## src/rtl/chan_dump_if.sv

```systemverilog
// Signal bundle between the channel dump block, the RAM read port,
// the UART transmitter and the command/config block.
interface chan_dump_if #(
  parameter int LOG2 = 9
);
  logic            dump_start;
  logic            capture_done;
  logic [LOG2-1:0] waddr_end;
  logic [7:0]      rdata;
  logic            tx_rdy;
  logic            ren;
  logic [LOG2-1:0] raddr;
  logic [7:0]      tx_data;
  logic            trmt;
  logic            dumping;
  logic            dump_done;
  logic            dump_err;

  // Dump block side.
  modport master (
    input  dump_start, capture_done, waddr_end, rdata, tx_rdy,
    output ren, raddr, tx_data, trmt, dumping, dump_done, dump_err
  );

  // RAM / UART / command side.
  modport slave (
    output dump_start, capture_done, waddr_end, rdata, tx_rdy,
    input  ren, raddr, tx_data, trmt, dumping, dump_done, dump_err
  );
endinterface

```

## src/rtl/chan_dump.sv

```systemverilog
// Dumps one channel's circular capture buffer oldest-first to the UART.
// Reads start at the final write address and wrap at ENTRIES; every
// byte goes through a READ/LATCH/SEND/HOLD cycle gated by tx_rdy.
module chan_dump #(
  parameter int ENTRIES = 384,
  parameter int LOG2    = 9
) (
  input  logic       clk,
  input  logic       rst,
  chan_dump_if.master bus
);

  localparam logic [LOG2:0]   ENT  = ENTRIES[LOG2:0];
  localparam logic [LOG2-1:0] LAST = LOG2'(ENTRIES - 1);

  typedef enum logic [2:0] {IDLE, READ, LATCH, SEND, HOLD, WAIT_TX} state_t;

  state_t        state;
  logic [LOG2:0] byte_cnt;

  // Dump sequencer; all outputs are registered, strobes default low each cycle.
  always_ff @(posedge clk or posedge rst) begin
    if (rst) begin
      state         <= IDLE;
      byte_cnt      <= '0;
      bus.raddr     <= '0;
      bus.tx_data   <= '0;
      bus.ren       <= 1'b0;
      bus.trmt      <= 1'b0;
      bus.dumping   <= 1'b0;
      bus.dump_done <= 1'b0;
      bus.dump_err  <= 1'b0;
    end else begin
      bus.ren       <= 1'b0;
      bus.trmt      <= 1'b0;
      bus.dump_done <= 1'b0;
      bus.dump_err  <= 1'b0;
      case (state)
        IDLE: begin
          if (bus.dump_start) begin
            if (bus.capture_done) begin
              // An out-of-range end pointer cannot be an oldest sample; start at 0.
              bus.raddr   <= ({1'b0, bus.waddr_end} >= ENT) ? '0 : bus.waddr_end;
              byte_cnt    <= '0;
              bus.ren     <= 1'b1;
              bus.dumping <= 1'b1;
              state       <= READ;
            end else begin
              bus.dump_err <= 1'b1;
            end
          end
        end
        READ:  state <= LATCH;
        LATCH: begin
          bus.tx_data <= bus.rdata;
          state       <= SEND;
        end
        SEND: begin
          if (bus.tx_rdy) begin
            bus.trmt  <= 1'b1;
            bus.raddr <= (bus.raddr == LAST) ? '0 : bus.raddr + 1'b1;
            byte_cnt  <= byte_cnt + 1'b1;
            state     <= HOLD;
          end
        end
        // tx_rdy is still the pre-strobe value here, so it is not looked at.
        HOLD: begin
          if (byte_cnt == ENT) begin
            state <= WAIT_TX;
          end else begin
            bus.ren <= 1'b1;
            state   <= READ;
          end
        end
        WAIT_TX: begin
          if (bus.tx_rdy) begin
            bus.dump_done <= 1'b1;
            bus.dumping   <= 1'b0;
            state         <= IDLE;
          end
        end
        default: state <= IDLE;
      endcase
    end
  end

endmodule

```

## src/flat_wrapper.sv

```systemverilog
// flat-port wrapper written by rule: the top's interface ports become plain ports
module chan_dump_flat 
#(
  parameter int ENTRIES = 384,
  parameter int LOG2    = 9
)
  (clk, rst, bus_dump_start, bus_capture_done, bus_waddr_end, bus_rdata, bus_tx_rdy, bus_ren, bus_raddr, bus_tx_data, bus_trmt, bus_dumping, bus_dump_done, bus_dump_err);
  chan_dump_if #(.LOG2(LOG2)) bus_i ();
  input  logic clk;
  input  logic rst;
  input wire logic [$bits(bus_i.dump_start)-1:0] bus_dump_start;
  input wire logic [$bits(bus_i.capture_done)-1:0] bus_capture_done;
  input wire logic [$bits(bus_i.waddr_end)-1:0] bus_waddr_end;
  input wire logic [$bits(bus_i.rdata)-1:0] bus_rdata;
  input wire logic [$bits(bus_i.tx_rdy)-1:0] bus_tx_rdy;
  output wire logic [$bits(bus_i.ren)-1:0] bus_ren;
  output wire logic [$bits(bus_i.raddr)-1:0] bus_raddr;
  output wire logic [$bits(bus_i.tx_data)-1:0] bus_tx_data;
  output wire logic [$bits(bus_i.trmt)-1:0] bus_trmt;
  output wire logic [$bits(bus_i.dumping)-1:0] bus_dumping;
  output wire logic [$bits(bus_i.dump_done)-1:0] bus_dump_done;
  output wire logic [$bits(bus_i.dump_err)-1:0] bus_dump_err;
  assign bus_i.dump_start = bus_dump_start;
  assign bus_i.capture_done = bus_capture_done;
  assign bus_i.waddr_end = bus_waddr_end;
  assign bus_i.rdata = bus_rdata;
  assign bus_i.tx_rdy = bus_tx_rdy;
  assign bus_ren = bus_i.ren;
  assign bus_raddr = bus_i.raddr;
  assign bus_tx_data = bus_i.tx_data;
  assign bus_trmt = bus_i.trmt;
  assign bus_dumping = bus_i.dumping;
  assign bus_dump_done = bus_i.dump_done;
  assign bus_dump_err = bus_i.dump_err;
  chan_dump #(.ENTRIES(ENTRIES), .LOG2(LOG2)) u_core (.clk(clk), .rst(rst), .bus(bus_i));
endmodule
```

## config.mk

```make
export PLATFORM = sky130hd
export DESIGN_NAME = chan_dump_flat
export DESIGN_NICKNAME = d
export VERILOG_FILES = /design/src/rtl/chan_dump_if.sv /design/src/rtl/chan_dump.sv /design/src/flat_wrapper.sv
export SDC_FILE = /design/constraint.sdc
export NUM_CORES = 1
export LEC_CHECK = 0
export CORE_ASPECT_RATIO = 1.75
export CORE_MARGIN = 1.5
export CORE_UTILIZATION = 51
export CTS_BUF_LIST = sky130_fd_sc_hd__clkbuf_4
export DETAILED_ROUTE_END_ITERATION = 10
export PLACE_DENSITY_LB_ADDON = 0.08
export REMOVE_ABC_BUFFERS = 1
export SYNTH_ARGS = -nofsm -noshare
export SYNTH_HDL_FRONTEND = slang
export SYNTH_SLANG_ARGS = --single-unit
```

## constraint.sdc

```tcl
create_clock -name clk -period 2.02 [get_ports clk]
set_input_delay 0.202 -clock clk [delete_from_list [all_inputs] [get_ports clk]]
set_output_delay 0.202 -clock clk [all_outputs]
set_load 0.01 [all_outputs]
```

== Word level (Yosys, flattened, before mapping) ==
Index checks and enable logic that the tools add are counted.
Widths: inputs -> output; s select.

* Word-level logic and storage cells: 59
* Output and inout bits: 22
* Memories kept: 0
* Memory bits (read-only): 0
* Bits in latches: 0
* Input port bits: 22
* Memory bits (writable): 0
* Register bits after elaboration: 35

* $add $sub $neg: 2
* Div/mod/pow operators: 0
* Equality and inequality tests: 11
* Mux-type cells: 30
* Multipliers: 0
* Shift operators: 0
* Bitwise gates (word level): 0
* Reductions and logical operators: 6
* Order comparisons: 1

{| class="wikitable"
|+ Operator list
! cell !! number
|-
| $mux 9 || 5
|-
| $mux 10 || 3
|-
| $pmux 10 s2 || 1
|-
| $pmux 3 s6 || 1
|-
| $pmux 9 s2 || 1
|-
| $mux 3 || 5
|-
| $mux 1 || 12
|-
| $reduce_and 4->1 || 3
|-
| $add 10x1->10 const B || 1
|-
| $eq 10x9->1 const B || 1
|-
| $add 9x1->9 const B || 1
|-
| $eq 9x9->1 const B || 1
|-
| $ge 9x9->1 const B || 1
|-
| $ne 2x2->1 const B || 4
|-
| $eq 3x2->1 const B || 2
|-
| $eq 3x3->1 const B || 2
|-
| $pmux 1 s2 || 2
|-
| $reduce_bool 2->1 || 2
|-
| $eq 3x1->1 const B || 1
|-
| $logic_not 3->1 || 1
|}

== Depth between registers and ports, before layout ==
Gate-level depths: netlist of run 1.

* Word-level depth: 5
* Gate-level depth with buffers: 6
* Depth with buffers taken out: 5

== Least setup slack after synthesis of run 1 ==
No wires, ideal clock.

* Path kind: flip-flop to flip-flop
* Start: register u_core.bus.raddr[0]
* End: register u_core.bus.raddr[0]
* Clock period less this slack: 1653 ps
* Data required time: 1888 ps
* Slack: 367 ps
* Stages on the path, launching flop included: 6
* Setup time: 132 ps
* Path buffers: 0
* Arrival: 1521 ps
* Path through: dfrtp_1 > ha_1 > nand2_1 > o41a_1 > a221oi_1 > a21oi_1

* Word-level cells in the longest chain between the ends: 4
* Elaborated cells on any way between the ends: 5
* Those cells by class: 1 x add/sub; 1 x eq/ne; 3 x mux

{| class="wikitable"
|+ RTL lines
! item !! RTL line !! RTL
|-
| start, declared || chan_dump_if.sv:22 || <nowiki>output ren, raddr, tx_data, trmt, dumping, dump_done, dump_err</nowiki>
|-
| start signal, assigned || chan_dump.sv:43 || <nowiki>bus.raddr <= ({1'b0, bus.waddr_end} >= ENT) ? '0 : bus.waddr_end;</nowiki>
|-
| start signal, assigned || chan_dump.sv:61 || <nowiki>bus.raddr <= (bus.raddr == LAST) ? '0 : bus.raddr + 1'b1;</nowiki>
|-
| $add 9x1->9 or $eq 9x9->1 (tied branches) || chan_dump.sv:61 ||
|-
| $mux 9 * || chan_dump.sv:61 ||
|-
| $mux 9 * || chan_dump.sv:59 || <nowiki>if (bus.tx_rdy) begin</nowiki>
|-
| $pmux 9 s2 * || chan_dump.sv:38 || <nowiki>case (state)</nowiki>
|}

Every way passes the cells marked *; elsewhere a longest branch is shown, timed or not. The select of a mux whose other input is x is not followed.
A chain may end at the register's enable or synchronous reset.

== Worst setup path after layout of run 1 ==
* Start: register u_core.state[1]
* End: register u_core.byte_cnt[8]

* Word-level cells in the longest chain between the ends: 3
* Elaborated cells on any way between the ends: 8
* Those cells by class: 4 x eq/ne; 1 x mux; 3 x reduce/logical

{| class="wikitable"
|+ RTL lines
! item !! RTL line !! RTL
|-
| start, declared || chan_dump.sv:18 || <nowiki>state_t state;</nowiki>
|-
| start signal, assigned || chan_dump.sv:24 || <nowiki>state <= IDLE;</nowiki>
|-
| start signal, assigned || chan_dump.sv:47 || <nowiki>state <= READ;</nowiki>
|-
| start signal, assigned || chan_dump.sv:53 || <nowiki>READ: state <= LATCH;</nowiki>
|-
| $eq 3x2->1 or $logic_not 3->1 (tied branches) || chan_dump.sv:38 ||
|-
| $ne 2x2->1 (no source line) or $reduce_bool 2->1 (tied branches) || n/a ||
|-
| $reduce_and 4->1 (no source line) || n/a ||
|-
| end signal, assigned || chan_dump.sv:62 || <nowiki>byte_cnt <= byte_cnt + 1'b1;</nowiki>
|-
| end, declared || chan_dump.sv:19 || <nowiki>logic [LOG2:0] byte_cnt;</nowiki>
|}

Parallel ways exist; a longest one is shown, timed or not.

==> impl_metrics.env, run 1 <==
export IMPL_stdcell_area_um2=2370
export IMPL_grt_pass1_vias=1585
export IMPL_antenna_found_initial=0
export IMPL_place_gp_congestion=0.850
export IMPL_max_freq_ghz=0.562
export IMPL_drt_wl_total_mm=4.17
export IMPL_syn_area_um2=1800
export IMPL_fin_crit_sh=0.881
export IMPL_num_vias=1557
export IMPL_slew_limit_headroom=0.628
export IMPL_setup_viol=0
export IMPL_syn_avg_cell_area_um2=10.2
export IMPL_clkLatencyLatePin_ps=350
export IMPL_post_cts_resized=0
export IMPL_synth_flop_cell="dfrtp_1"
export IMPL_worstMarginPinSlew_ps=550
export IMPL_post_cts_setup_buffers=0
export IMPL_cts_tree="built"
export IMPL_crit_fanout=6
export IMPL_grt_max_degree=36
export IMPL_synth_xor_area_frac=0.0195
export IMPL_final_util=0.706
export IMPL_synthSimpleGateAreaFrac=0.227
export IMPL_hpwl_mm=3.23
export IMPL_layout_area_seq_um2=876
export IMPL_clk_pin_slew_worst_paths_ps=110
export IMPL_critical_path_class="reg -> reg"
export IMPL_cts_hold_buf=0
export IMPL_finalHoldViolations=0
export IMPL_synth_top_family_by_area="simple AND/OR/NAND/NOR gates"
export IMPL_cts_root_buf="clkbuf_4"
export IMPL_syn_to_final_growth_pct=31.8
export IMPL_wl_per_cell_um=15.2
export IMPL_start_util=0.535
export IMPL_synth_area_mux_share=0.0563
export IMPL_synth_edf_count=0
export IMPL_synthCells=176
export IMPL_fp_dieW_um=47.9
export IMPL_synthArstFlopShare=1.00
export IMPL_core_area_um2=3360
export IMPL_placed_cells=266
export IMPL_rsz0062_at_grt="no"
export IMPL_ant_nets=0
export IMPL_cts_buffers=5
export IMPL_p_leak_nw=0.990
export IMPL_p_per_area_nw_per_um2=1300
export IMPL_synth_compound_area_frac=0.156
export IMPL_final_cells=274
export IMPL_layout_common_cells="clkdlybuf4s50_1, dfrtp_1, nor2_1, nand2_1, a21oi_1"
export IMPL_dieArea_um2=3910
export IMPL_grt_ovfl_total=0
export IMPL_required_ps=2250
export IMPL_outcome="complete, no violations"
export IMPL_first_iter_violations=40
export IMPL_htree_levels=2
export IMPL_cp_end_kind="flop"
export IMPL_clk_path_buf_depth=2
export IMPL_fillerInstances=287
export IMPL_hold_path_class="in -> async"
export IMPL_crit_path_start_kind="flop"
export IMPL_ys_seq_elements=35
export IMPL_layout_nets=253
export IMPL_synth_cell_types=46
export IMPL_synth_seq_area_share=0.486
export IMPL_peakVddDrop_uv=1110
export IMPL_grt_pass1_wl_mm=6.73
export IMPL_placementRows=28
export IMPL_multiInputGateArea_um2=865
export IMPL_antennaDiodeCount=0
export IMPL_yosysWarnings=0
export IMPL_die_h_um=81.6
export IMPL_first_pass_iters=4
export IMPL_setup_tns_ps=0
export IMPL_final_common_cell="clkdlybuf4s50_1"
export IMPL_route_detailed_drc=0
export IMPL_vias_per_cell=5.68
export IMPL_maxSlewViolCount=0
export IMPL_synthAdderAreaFrac=0.0208
export IMPL_layout_drive_gt1_share=0.131
export IMPL_place_area_um2=2320
export IMPL_cap_violations=0
export IMPL_finalClockSkew_ps=12.5
export IMPL_io_pins=44
export IMPL_cp_arrival_ps=2010
export IMPL_period_needed_ps=1780
export IMPL_cts_sinks=35
export IMPL_grt_total_usage=0.243
export IMPL_io_buffers=43
## registers in the layout (all words and copies together) (netlist names)
register              cells
u_core.bus.trmt           1
u_core.bus.tx_data        8
u_core.bus.ren            1
u_core.bus.dump_err       1
u_core.bus.raddr          9
u_core.state              3
u_core.bus.dump_done      1
u_core.bus.dumping        1
u_core.byte_cnt          10
## report_power, final
group / switching (mW) / total [mW] / leakage, nW / internal [mW]
logic: 0.664 / 1.48 / 0.514 / 0.815
clock network: 0.233 / 0.362 / 0.0347 / 0.129
registers: 0.271 / 1.24 / 0.442 / 0.965
## metal layers
layer / vias to the layer above / track usage / share of wire
met3: 6 / 0.0527 / 0.052
met4: 0 / 0.105 / 0.018
met5: - / 0 / 0
met1: 755 / 0.248 / 0.36
met2: 44 / 0.440 / 0.57
li1: 752 / - / -
## area by class of cell
class                           instances  area share
Inverter                                7      0.0111
Tap cell                               45      0.0237
Multi-Input combinational cell        127       0.364
Sequential cell                        35       0.369
Clock inverter                          3     0.00633
Timing Repair Buffer                   52       0.210
Clock buffer                            5      0.0158
## final timing paths
check	slack, ps	endpoint	start	cells after the start
worst max register to register	240	u_core.byte_cnt[8]	u_core.state[1]	4
min in group clk	430	u_core.bus.raddr[6]	bus_waddr_end[6]	3
worst min register to register	520	u_core.bus.tx_data[5]	u_core.bus.tx_data[5]	1
max in group asynchronous	1450	u_core.bus.raddr[1]	rst	3
worst max-delay path	240	u_core.byte_cnt[8]	u_core.state[1]	4
worst min-delay path	250	u_core.byte_cnt[6]	rst	3
## cell families (layout without fill, tap and decap cells)
logic type,after synthesis,after routing
AND/OR/NAND/NOR,71,71
XOR/XNOR,4,4
AO/OA/AOI/OAI,40,40
flip-flops,35,35
buffers and inverters,14,67
multiplexers,9,9
adder cells (fa/ha/maj),3,3
## synthesized netlist by cell type, types with 2 or more instances
library cell,n,area (um2)
dfrtp_1,35,876
buf_2,3,15.0
and3b_1,2,17.5
nor3_1,2,10.0
a21oi_1,11,55.1
nand2_1,13,48.8
nor4b_1,2,17.5
a41oi_1,2,17.5
o21ai_0,9,45.0
nor4_1,2,12.5
o22ai_1,3,18.8
nand3_1,10,50.1
nand2b_1,2,12.5
xor2_1,3,26.3
clkbuf_1,2,7.51
a221oi_1,3,26.3
a21o_1,2,15.0
mux2_2,9,101
nor3b_1,2,15.0
nand4_1,4,25.0
and2_1,5,31.3
nor2_1,16,60.1
inv_1,7,26.3
and3_1,3,18.8
ha_1,3,37.5
## worst max-delay path: stages, from the launching register on
cell and delay, ps:
dfrtp_1 460, nand4bb_4 280, a21o_1 240, nor4_1 310, mux2_2 380
## through the flow
stage / power [mW] / hold slack (ps) / setup slack, ps
after floorplan: 2.01 / 336 / 181
after global placement: 2.67 / 489 / 127
after detailed placement: 2.74 / 495 / 79.1
after CTS: 3.10 / 255 / 244
after global routing: 3.30 / 340 / 126
final: 3.08 / 248 / 241
No activity file was read; power rests on OpenSTA's default activity.
==> run 2: changes to the inputs <==
==> constraint.sdc (replaced) <==
create_clock -name clk -period 2.02 [get_ports clk]
set_input_delay 0.202 -clock clk [delete_from_list [all_inputs] [get_ports clk]]
set_output_delay 0.202 -clock clk [all_outputs]
set_load 0.02 [all_outputs]
==> results of run 2 <==
Same layout as run 1 (identical final DEF). Status: complete, no violations.
Main changes from that run: total power 3.08 mW -> 3.22 mW; worst IR drop on VDD 1110 uV -> 1130 uV
==> run 3: changes to the inputs <==
--- a/config.mk
+++ b/config.mk
@@ -5,9 +5,10 @@
 export SDC_FILE = /design/constraint.sdc
 export NUM_CORES = 1
 export LEC_CHECK = 0
+export ABC_AREA = 1
 export CORE_ASPECT_RATIO = 1.75
 export CORE_MARGIN = 1.5
-export CORE_UTILIZATION = 51
+export CORE_UTILIZATION = 52
 export CTS_BUF_LIST = sky130_fd_sc_hd__clkbuf_4
 export DETAILED_ROUTE_END_ITERATION = 10
 export PLACE_DENSITY_LB_ADDON = 0.08
==> run 3 against run 2 <==
Against the previous run:
- die area grew 3.4%
- cell count grew 22%
- synthesized area grew 5.6%
- clock skew shrank 5.2 ps
- largest cell class is now multi-input gates
==> impl_metrics.env, run 3 <==
export IMPL_worstMarginPinSlew_ps=447
export IMPL_cts_sinks=35
export IMPL_final_common_cell="nand2_1"
export IMPL_slew_limit_headroom=0.700
export IMPL_p_leak_nw=1.15
export IMPL_reg2reg_from="u_core.bus.raddr[0]"
export IMPL_grt_pass1_vias=1720
export IMPL_placementRows=28
export IMPL_place_gp_congestion=0.817
export IMPL_grt_pass1_wl_mm=7.11
export IMPL_finalHoldViolations=0
export IMPL_critPathBufInv=1
export IMPL_cts_root_buf="clkbuf_4"
export IMPL_reg_top3="u_core.byte_cnt: 10 flops, u_core.bus.raddr: 9 flops, u_core.bus.tx_data: 8 flops"
export IMPL_regMostFlops="u_core.byte_cnt"
export IMPL_largest_reg_flops=10
export IMPL_yosysMostFrequentCell="nand2_1"
export IMPL_syn_avg_cell_area_um2=7.96
export IMPL_max_freq_ghz=0.620
export IMPL_cpMaxStageDelayCell="clkdlybuf4s50_1"
export IMPL_cp_cell_sequence="clkdlybuf4s50_1"
export IMPL_setup_viol=0
export IMPL_htree_levels=2
export IMPL_io_buffers=43
export IMPL_vias_per_cell=5.26
export IMPL_period_needed_ps=1610
export IMPL_fp_dieW_um=48.7
export IMPL_maxSlewViolCount=0
export IMPL_route_detailed_drc=0
export IMPL_synth_edf_count=0
export IMPL_cts_buffers=5
export IMPL_crit_start="u_core.bus.raddr[7]"
export IMPL_wl_per_cell_um=12.7
export IMPL_grt_total_usage=0.224
export IMPL_final_util=0.703
export IMPL_synthArstFlopShare=1.00
export IMPL_cts_hold_buf=0
export IMPL_cp_end_kind="output pin"
export IMPL_antenna_found_initial=0
export IMPL_grt_ovfl_total=0
export IMPL_die_h_um=83
export IMPL_required_ps=1820
export IMPL_layout_common_cells="nand2_1, clkdlybuf4s50_1, nor2_1, dfrtp_1, inv_1"
export IMPL_outcome="complete, no violations"
export IMPL_hold_path_class="in -> async"
export IMPL_layout_nets=312
export IMPL_critical_path_class="reg -> out"
export IMPL_antennaDiodeCount=0
export IMPL_syn_area_um2=1900
export IMPL_finalClockSkew_ps=7.31
export IMPL_syn_to_final_growth_pct=27.0
export IMPL_clkLatencyLatePin_ps=330
export IMPL_wl_met1_mm=1.61
export IMPL_start_util=0.554
export IMPL_wl_met2_mm=2.38
export IMPL_wl_met3_um=150
export IMPL_drt_wl_total_mm=4.24
export IMPL_reg2regPathDepth=8
export IMPL_synth_flop_cell="dfrtp_1"
export IMPL_hold_ws_ps=258
export IMPL_post_cts_setup_buffers=0
export IMPL_crit_family="buffers and inverters"
export IMPL_cap_violations=0
export IMPL_clk_pin_slew_worst_paths_ps=100
export IMPL_peakVddDrop_uv=882
export IMPL_core_area_um2=3430
export IMPL_ant_nets=0
export IMPL_clk_path_buf_depth=2
export IMPL_setup_tns_ps=0
export IMPL_dieArea_um2=4040
export IMPL_synthCells=239
export IMPL_finalPower_mw=3.26
export IMPL_yosysWarnings=0
export IMPL_cts_tree="built"
export IMPL_hpwl_mm=3.23
export IMPL_top_layer="met4"
export IMPL_fin_crit_sh=0.799
export IMPL_layout_drive_gt1_share=0.0903
export IMPL_crit_path_start_kind="flop"
export IMPL_ys_seq_elements=35
export IMPL_grt_max_degree=36
export IMPL_rsz0062_at_grt="no"
export IMPL_crit_fanout=6
export IMPL_yosysTopAreaCellShare=0.461
export IMPL_placed_cells=325
export IMPL_synth_commonest_cells="nand2_1, nor2_1, dfrtp_1, inv_1, nand3_1"
export IMPL_r2r_end="u_core.bus.raddr[8]"
export IMPL_synth_seq_area_share=0.461
export IMPL_cp_arrival_ps=1410
export IMPL_io_pins=44
export IMPL_synth_top_cell_by_area="dfrtp_1"
export IMPL_final_cells=333
export IMPL_first_pass_iters=4
export IMPL_first_iter_violations=52
export IMPL_synth_cell_types=28
export IMPL_yosys_top_cells_area="dfrtp_1, nand2_1, nor2_1, nand3_1, inv_1"
export IMPL_num_vias=1751
export IMPL_p_per_area_nw_per_um2=1350
export IMPL_critPathMaxStageDelay_ps=640
export IMPL_reg2reg_slack_ps=490
export IMPL_post_cts_resized=0
==> run 3: cell types whose count changed after synthesis, moves of 4 or more <==
cell | previous run | this run
o21ai_0 | 9 | 4
o21ai_1 | 0 | 5
nor2_1 | 16 | 36
inv_2 | 0 | 4
and2_1 | 5 | 0
nand3_1 | 10 | 19
nand2_1 | 13 | 59
inv_1 | 7 | 25
==> run 3: layout make-up <==
type | instances | area, um2
fill | 308 | 1020
multi-input combinational | 172 | 883
sequential | 35 | 876
timing repair buffer | 44 | 438
inverter | 29 | 109
tap | 45 | 56.3
clock buffer | 6 | 45.0
clock inverter | 2 | 7.51
==> run 3: worst reg2reg max path: cells and delay by family, from the launching register on <==
kind	cells	cell delay, ps
flops	1	430
fa+ha+maj	1	180
simple gates	7	830
==> run 3: kinds of logic (layout without fill, tap and decap cells) <==
logic type | Yosys count | after routing | synth area share
adders and majority gates | 3 | 3 | 0.0197
muxes | 8 | 8 | 0.0474
buffers and inverters | 32 | 81 | 0.0750
DFF | 35 | 35 | 0.461
and+or+nand+nor | 136 | 136 | 0.326
AOI/OAI and AO/OA | 25 | 25 | 0.0717
==> run 3: power breakdown <==
part / internal, mW / switching [mW]
Clock: 0.142 / 0.224
Sequential: 0.974 / 0.238
Combinational: 0.744 / 0.938
==> run 3: stage by stage <==
stage	cell area [um2]	worst slack, ps
final	2410	406
after global routing	2410	323
after CTS	2410	396
after detailed placement	2360	342
after global placement	2360	409
after floorplan	1870	564
==> run 3: how the worst max path moves through the flow <==
stage	end	slack [ps]	cells after the start
floorplan	u_core.bus.raddr[8]	560	8
global placement	u_core.byte_cnt[9]	410	8
detailed placement	u_core.byte_cnt[5]	340	8
CTS	bus_raddr[7]	400	1
global route	u_core.bus.raddr[8]	320	8
finish	bus_raddr[7]	410	1
==> run 3: metal layers <==
metal / vias up / global-route usage
li1: 874 / -
met1: 823 / 0.207
met2: 46 / 0.447
met3: 8 / 0.0468
met4: 0 / 0.0935
met5: - / 0
